File: src/rtl/cdma_despreader_if.sv
// Chip-stream input and crossbar-facing output bundle of the CDMA despreader.
// The master side drives the chip stream; the slave side is the despreader.
interface cdma_despreader_if;
  logic [3:0] chip_in;
  logic       chip_valid;
  logic       sof;
  logic [3:0] data_out;
  logic [1:0] sel;
  logic       out_valid;
  logic       busy;

  modport master (
    output chip_in, chip_valid, sof,
    input  data_out, sel, out_valid, busy
  );

  modport slave (
    input  chip_in, chip_valid, sof,
    output data_out, sel, out_valid, busy
  );
endinterface

File: src/rtl/cdma_despreader.sv
// Correlates a summed 4-chip Walsh stream against W0..W3, builds one nibble per
// user over a 16-chip frame, then emits the four nibbles one per cycle.
module cdma_despreader #(
  parameter int ACC_W = 6
) (
  input  logic               clk,
  input  logic               rst_n,
  cdma_despreader_if.slave   bus
);

  typedef enum logic {IDLE, EMIT} state_t;

  state_t                  state;
  logic [3:0]              cc;
  logic [3:0]              cur_cc;
  logic [1:0]              idx;
  logic signed [ACC_W-1:0] chip_ext;
  logic signed [ACC_W-1:0] acc     [4];
  logic signed [ACC_W-1:0] acc_nxt [4];
  logic [3:0]              nib     [4];
  logic [3:0]              nib_nxt [4];
  logic [3:0]              obuf    [4];
  logic [3:0]              data_q;
  logic [1:0]              sel_q;
  logic                    valid_q;

  assign chip_ext = {{(ACC_W-4){bus.chip_in[3]}}, bus.chip_in};
  // A start-of-frame chip is always chip 0, whatever the counter says.
  assign cur_cc   = bus.sof ? 4'd0 : cc;

  // NOTE: each always_comb target is fully assigned before any conditional
  // update, so no path leaves it holding a value and no latch is inferred.
  always_comb begin
    for (int k = 0; k < 4; k++) begin
      acc_nxt[k] = (cur_cc[1:0] == 2'd0) ? '0 : acc[k];
      // Wk[c] is negative exactly when (k & c) has odd parity.
      if (^(2'(k) & cur_cc[1:0])) acc_nxt[k] = acc_nxt[k] - chip_ext;
      else                        acc_nxt[k] = acc_nxt[k] + chip_ext;
      nib_nxt[k] = bus.sof ? 4'd0 : nib[k];
      if (cur_cc[1:0] == 2'd3)
        nib_nxt[k][~cur_cc[3:2]] = !acc_nxt[k][ACC_W-1] && (acc_nxt[k] != '0);
    end
  end

  // NOTE: sequential state uses non-blocking assignments so every register
  // samples pre-edge values regardless of statement order.
  always_ff @(posedge clk or negedge rst_n) begin
    if (!rst_n) begin
      state   <= IDLE;
      cc      <= '0;
      idx     <= '0;
      data_q  <= '0;
      sel_q   <= '0;
      valid_q <= 1'b0;
      // NOTE: these small arrays are flops, not RAM, so resetting them is
      // cheap and guarantees clean nibbles for the first frame after reset.
      for (int k = 0; k < 4; k++) begin
        acc[k]  <= '0;
        nib[k]  <= '0;
        obuf[k] <= '0;
      end
    end else begin
      if (state == EMIT) begin
        if (idx == 2'd3) begin
          state   <= IDLE;
          valid_q <= 1'b0;
          sel_q   <= '0;
          data_q  <= '0;
        end else begin
          idx    <= idx + 2'd1;
          sel_q  <= idx + 2'd1;
          data_q <= obuf[idx + 2'd1];
        end
      end

      if (bus.chip_valid) begin
        cc <= cur_cc + 4'd1;
        for (int k = 0; k < 4; k++) begin
          acc[k] <= acc_nxt[k];
          nib[k] <= nib_nxt[k];
        end
        // Frame complete: latch all nibbles and present user 0 next cycle.
        if (cur_cc == 4'd15) begin
          for (int k = 0; k < 4; k++) obuf[k] <= nib_nxt[k];
          state   <= EMIT;
          idx     <= '0;
          sel_q   <= '0;
          data_q  <= nib_nxt[0];
          valid_q <= 1'b1;
        end
      end
    end
  end

  assign bus.data_out  = data_q;
  assign bus.sel       = sel_q;
  assign bus.out_valid = valid_q;
  assign bus.busy      = (state == EMIT);

endmodule

File: src/flat_wrapper.sv
// flat-port wrapper written by rule: the top's interface ports become plain ports
module cdma_despreader_flat 
#(
  parameter int ACC_W = 6
)
  (clk, rst_n, bus_chip_in, bus_chip_valid, bus_sof, bus_data_out, bus_sel, bus_out_valid, bus_busy);
  cdma_despreader_if bus_i ();
  input  logic clk;
  input  logic rst_n;
  input wire logic [$bits(bus_i.chip_in)-1:0] bus_chip_in;
  input wire logic [$bits(bus_i.chip_valid)-1:0] bus_chip_valid;
  input wire logic [$bits(bus_i.sof)-1:0] bus_sof;
  output wire logic [$bits(bus_i.data_out)-1:0] bus_data_out;
  output wire logic [$bits(bus_i.sel)-1:0] bus_sel;
  output wire logic [$bits(bus_i.out_valid)-1:0] bus_out_valid;
  output wire logic [$bits(bus_i.busy)-1:0] bus_busy;
  assign bus_i.chip_in = bus_chip_in;
  assign bus_i.chip_valid = bus_chip_valid;
  assign bus_i.sof = bus_sof;
  assign bus_data_out = bus_i.data_out;
  assign bus_sel = bus_i.sel;
  assign bus_out_valid = bus_i.out_valid;
  assign bus_busy = bus_i.busy;
  cdma_despreader #(.ACC_W(ACC_W)) u_core (.clk(clk), .rst_n(rst_n), .bus(bus_i));
endmodule
File: config.mk
export PLATFORM = sky130hd
export DESIGN_NAME = cdma_despreader_flat
export DESIGN_NICKNAME = d
export VERILOG_FILES = /design/src/rtl/cdma_despreader_if.sv /design/src/rtl/cdma_despreader.sv /design/src/flat_wrapper.sv
export SDC_FILE = /design/constraint.sdc
export NUM_CORES = 1
export LEC_CHECK = 0
export ABC_AREA = 1
export ABC_CLOCK_PERIOD_IN_PS = 3300
export CAP_MARGIN = 40
export CELL_PAD_IN_SITES_DETAIL_PLACEMENT = 0
export CELL_PAD_IN_SITES_GLOBAL_PLACEMENT = 1
export CORE_MARGIN = 1
export CORE_UTILIZATION = 40
export CTS_BUF_LIST = sky130_fd_sc_hd__clkbuf_8 sky130_fd_sc_hd__clkbuf_16
export CTS_CLUSTER_DIAMETER = 120
export DETAILED_ROUTE_END_ITERATION = 8
export PLACE_DENSITY_LB_ADDON = 0.1
export SYNTH_ARGS = -nofsm -noshare
export SYNTH_HDL_FRONTEND = slang
export SYNTH_SLANG_ARGS = --single-unit
File: constraint.sdc
create_clock -name clk -period 3.3 [get_ports clk]
set_clock_uncertainty 0.2 [all_clocks]
set_input_delay 0.66 -clock clk [delete_from_list [all_inputs] [get_ports clk]]
set_output_delay 0.66 -clock clk [all_outputs]
set_load 0.05 [all_outputs]
## Word-level counts from Yosys, hierarchy flattened

Index checks and enable logic that the tools add are counted.

- Input bits: 8
- Output and inout bits: 8
- Word-level logic and storage cells: 98
- Flip-flop bits (word level): 70

- Multiplexer cells: 45
- Add/subtract/negate cells: 9
- Reductions and logical operators: 18
- Equality and inequality tests: 3
- Bitwise operators: 2
- Order comparisons: 3

Operator list:

| operator | number |
|---|---|
| 2-to-1 mux 4 bit | 15 |
| 2-to-1 mux 6 bit | 7 |
| adder 6 x 4 -> 6 bit | 4 |
| nonzero test 6 bit | 4 |
| subtractor 6 x 4 -> 6 bit | 3 |
| bitwise mux 4 bit | 4 |
| 2-to-1 mux 2 bit | 8 |
| 2-to-1 mux 1 bit | 9 |
| binary-select mux 4 bit (select 2 bit) | 1 |
| parity 2 bit | 3 |
| logical AND 1 bit | 5 |
| adder 4 x 1 -> 4 bit, second input constant | 1 |
| == test 2 bit, second input constant | 2 |
| == test 4 bit, second input constant | 1 |
| logical NOT 1 bit | 4 |
| >= comparator 3 bit, second input constant | 1 |
| < comparator 2 x 3 -> 1 bit, second input constant | 1 |
| inverter 2 -> 3 bit | 1 |
| adder 2 x 1 -> 2 bit, second input constant | 1 |
| demux 1 bit (select 2 bit) | 1 |
| >= comparator 2 x 1 -> 1 bit, second input constant | 1 |
| logical NOT 2 bit | 1 |
| inverter 2 bit | 1 |
| AND reduction 2 bit | 1 |

## Depth between registers and ports, before layout

- Depth after elaboration: 10
- Gate-level depth with buffers: 20
- Gate-level depth less buffers: 19

## Worst setup path after synthesis

No wires, ideal clock.

- Kind: input to register
- Start point: in bus_sof
- End point: reg u_core.data_q[1], in the netlist u_core.bus.data_out[1]
- Data arrival time: 2.976 ns
- Stages on the path: 17
- Data required time: 2.982 ns
- Setup slack: 0.007 ns
- Setup time: 0.118 ns
- Path through: buf_6 -> nor2_8 -> inv_2 -> ha_1 -> buf_4 -> clkbuf_1 -> nor2_1 -> ha_1 -> inv_1 -> fa_1 -> o21ai_0 -> xnor2_1 -> nand3_1 -> nand3_1 -> nand2_1 -> nand2_1 -> nand2_1

- Longest elaborated chain between the ends: 10
- Elaborated cells between the ends (all ways): 20

Ends and longest elaborated chain:

| element | line | source |
|---|---|---|
| start, declared | flat_wrapper.sv:12 | `input wire logic [$bits(bus_i.sof)-1:0] bus_sof;` |
| 2-to-1 mux 4 bit | cdma_despreader.sv:29 | `assign cur_cc = bus.sof ? 4'd0 : cc;` |
| logical NOT 2 bit / inverter 2 bit (equally long branches) | cdma_despreader.sv:35, cdma_despreader.sv:41 |  |
| 2-to-1 mux 6 bit, or another cell as far along | cdma_despreader.sv:35 | `acc_nxt[k] = (cur_cc[1:0] == 2'd0) ? '0 : acc[k];` |
| adder 6 x 4 -> 6 bit / logical AND 1 bit (equally long branches) | cdma_despreader.sv:38, cdma_despreader.sv:41 |  |
| nonzero test 6 bit, or another cell as far along | cdma_despreader.sv:41 | `nib_nxt[k][~cur_cc[3:2]] = !acc_nxt[k][ACC_W-1] && (acc_nxt[k] != '0);` |
| logical AND 1 bit / demux 1 bit (select 2 bit) (equally long branches) | -- |  |
| bitwise mux 4 bit | cdma_despreader.sv:41 |  |
| 2-to-1 mux 4 bit | cdma_despreader.sv:40 | `if (cur_cc[1:0] == 2'd3)` |
| 2-to-1 mux 4 bit * | cdma_despreader.sv:83 | `if (cur_cc == 4'd15) begin` |
| 2-to-1 mux 4 bit * | cdma_despreader.sv:76 | `if (bus.chip_valid) begin` |
| end signal, assigned | cdma_despreader.sv:72 | `data_q <= obuf[idx + 2'd1];` |
| end signal, assigned | cdma_despreader.sv:88 | `data_q <= nib_nxt[0];` |
| end, declared | cdma_despreader.sv:23 | `logic [3:0] data_q;` |

Every way passes the cells marked *; elsewhere a longest branch is shown, timed or not.
A chain may end at the register's enable or synchronous reset.

## Final worst setup path

- Start point: in bus_chip_in[0]
- End point: reg u_core.obuf[3] (netlist bit)

- Longest elaborated chain between the ends: 6
- Elaborated cells between the ends (all ways): 8

Ends and longest elaborated chain:

| element | line | source |
|---|---|---|
| start, declared | flat_wrapper.sv:10 | `input wire logic [$bits(bus_i.chip_in)-1:0] bus_chip_in;` |
| adder 6 x 4 -> 6 bit / subtractor 6 x 4 -> 6 bit (equally long branches) | cdma_despreader.sv:38, cdma_despreader.sv:37 |  |
| 2-to-1 mux 6 bit * | cdma_despreader.sv:37 | `if (^(2'(k) & cur_cc[1:0])) acc_nxt[k] = acc_nxt[k] - chip_ext;` |
| nonzero test 6 bit / logical NOT 1 bit (equally long branches) | cdma_despreader.sv:41 |  |
| logical AND 1 bit * | cdma_despreader.sv:41 |  |
| bitwise mux 4 bit * | cdma_despreader.sv:41 |  |
| 2-to-1 mux 4 bit * | cdma_despreader.sv:40 |  |
| end signal, assigned by index | cdma_despreader.sv:60 | `obuf[k] <= '0;` |
| end, declared | cdma_despreader.sv:22 | `logic [3:0] obuf [4];` |

Marked as above.

==> impl_metrics.tcl <==
set metrics [dict create \
    hpwl_microns 8287 \
    ys.warnings.count 0 \
    synthFlopType "dfrtp_1" \
    routabilityCongestion 0.8230 \
    start_util_pct 41.45 \
    yosys.area.top_type_share_pct 38.43 \
    post_cts_hold_buffer_count 0 \
    p_per_area_nw_per_um2 554.8 \
    arrival_ns 3.15 \
    dp_worst_setup_slack_ns -0.5739 \
    cts_tree "yes" \
    synth_seq_cells 66 \
    busiest_layer "met2" \
    max_stage_delay_ns 0.49 \
    portBuffers 15 \
    cp_cell_sequence "clkdlybuf4s50_1, inv_1, ha_1, xor2_2, nand2_1, o21ai_1, ha_1, a21oi_1, o21ai_1, xnor2_1, nand3_2, nand3_1, nand2_1, nand2_1, nand2_1" \
    syn_area_per_cell_sq_um 7.449 \
    cts_sinks 66 \
    grt_max_degree 43 \
    timing.hold.ws_ns 0.1305 \
    wl_microns 11210 \
    grt_pass1_vias 3813 \
    netlist_instances 577 \
    min_period_ns 3.104 \
    ant_nets 0 \
    nNetsFinal 685 \
    drtIter0Drc 224 \
    num_rows 37 \
    path_buf_inv 2 \
    worst_slack_ns 0.1961 \
    routedWlPerCell_microns 14.23 \
    clock_latency_ns 0.34 \
    clockBufferDepth 2 \
    setup_tns_ns 0 \
    grt_usage_pct 21.48 \
    postLayoutCoreUtil_pct 51.89 \
    yosys.area.top_type "dfrtp_1" \
    cts_max_level 3 \
    crit_path_top_delay_cell "clkdlybuf4s50_1" \
    drc 0 \
    dp_cells 767 \
    status "complete, no violations" \
    cts_root_buf "clkbuf_8" \
    synth_edf_count 0 \
    placed_cell_area_sq_um 4974 \
    yosysSeqAreaShare_pct 38.43 \
    core_area_sq_um 10370 \
    grt_util_met3_pct 2.597 \
    dr.pass1.iters 5 \
    final_common_cell "nand2_1" \
    layout_common_cells "nand2_1, dfrtp_1, inv_1" \
    synth_nets 615 \
    cp-start-kind "input pin" \
    crit_top_cell "nand2_1" \
    irDropWorstVdd_v 0.0002247 \
    worst-setup-path-type "input pin to flop" \
    drv_slew 0 \
    fp.dieArea_sq_um 11160 \
    die_x_microns 105.7 \
    worst_slew_pin_slew_ns 0.5024 \
    synth_area_leaders "dfrtp_1, nand2_1, ha_1" \
    finalPower_mw 2.986 \
    final_cells 788 \
    antenna_found_initial 0 \
    maxCapViolations 0 \
    dieHeight_microns 105.7 \
    io_pins 16 \
    setup_viol 0 \
    grt-ovfl-total 0 \
    drive_above_1_share_pct 19.94 \
    critPathCaptureType "flop" \
    grt_pass1_wl_microns 18640 \
    grt_util_met1_pct 29.58 \
    area_delta_synth_final_pct 25.21 \
    fmax_ghz 0.3222 \
    ys_types 35 \
    syn-cell-area_sq_um 4298 \
    cts_buffers 9 \
    vias 3931 \
    async_flop_share_pct 100.0 \
    finalHoldViolations 0 \
    cts.clk_slew.worst_paths_ns 0.08 \
    stdcell_area_sq_um 5381 \
    vias_per_cell 4.989 \
    slew_headroom_pct 66.40 \
    path_max_fanout 6 \
    use_met2_pct 35.53 \
    grt_setup_unrepaired "no" \
    hold_class "input pin to asynchronous set/reset pin" \
    worstPathRequired_ns 3.34 \
    fin_crit_sh_pct 94.06 \
    critical-path-top-delay-family "buffers and inverters" \
    n_antenna_cell 0 \
    power_leakage_nw 2.806 \
]
==> kinds of logic (layout without fill, tap and decap cells) <==
family | after synthesis | in the layout | share of synthesized area [%]
and+or+nand+nor | 302 | 302 | 31.41
buffers and inverters | 85 | 160 | 8.006
AOI/OAI and AO/OA | 84 | 84 | 10.68
DFF | 66 | 66 | 38.43
adders and majority gates | 30 | 30 | 9.432
xor gates and xnor gates | 10 | 10 | 2.038
==> synth_stat cells, types with 3 or more instances <==
cell type  number
fa_1            4
inv_2           7
dfrtp_1        66
nand3_1        35
xor2_1          4
buf_2           5
o21ai_0        49
nand2_1       180
clkinv_1        3
nand2_2         8
nand4_1        13
inv_1          59
ha_1           26
clkbuf_1        8
o22ai_1         4
a21oi_1        19
nand3b_1        6
xnor2_1         6
nor2_4          5
nor2_1         45
==> layer usage <==
| layer | vias to the layer above | wire, microns | share of wire [%] |
|---|---|---|---|
| met1 | 1856 | 5478 | 49 |
| met2 | 65 | 5273 | 47 |
| li1 | 1999 | - | - |
| met5 | - | 0 | 0 |
| met4 | 0 | 126 | 1.1 |
| met3 | 11 | 335 | 3.0 |
==> area by class of cell <==
class | instances | area (sq um)
tap | 136 | 170.2
sequential | 66 | 1652
fill | 1020 | 4989
inverter | 69 | 259.0
multi-input combinational | 426 | 2432
timing repair buffer | 75 | 634.4
clock buffer | 9 | 123.9
clock inverter | 7 | 110.1
==> sequential cells by signal, summed over array words and instances (netlist names) <==
name / cells
u_core.acc: 24
u_core.obuf: 16
u_core.nib: 12
u_core.bus.data_out: 4
u_core.cc: 4
u_core.bus.sel: 2
u_core.idx: 2
u_core.bus.busy: 1
u_core.bus.out_valid: 1
==> path summary, 6_finish.rpt <==
check | endpoint | slack (ns) | from | depth (start not counted)
min in group clk | u_core.bus.out_valid | 0.28 | u_core.bus.out_valid | 2
max | u_core.obuf[3] | 0.20 | bus_chip_in[0] | 15
min | u_core.acc[1] | 0.13 | rst_n | 2
max in group asynchronous | u_core.bus.data_out[1] | 2.24 | rst_n | 3
min reg2reg | u_core.bus.out_valid | 0.28 | u_core.bus.out_valid | 2
max reg2reg | u_core.obuf[15] | 0.40 | u_core.cc[1] | 16
==> power breakdown <==
part | switching [mW] | internal (mW) | leakage [nW] | total (mW)
clock | 0.326 | 0.495 | 0.122 | 0.822
sequential | 0.0647 | 0.926 | 0.856 | 0.991
combinational | 0.646 | 0.527 | 1.83 | 1.17
total | 1.04 | 1.95 | 2.81 | 2.99
==> timing repair <==
action	4_1_cts	5_1_grt
endpoints found under the setup margin	21	30
endpoints found under the hold margin	0	0
pin swaps	5	11
resized for setup	14	24
buffers inserted	1	4
Note: power is estimated with default switching activity, not from simulation.
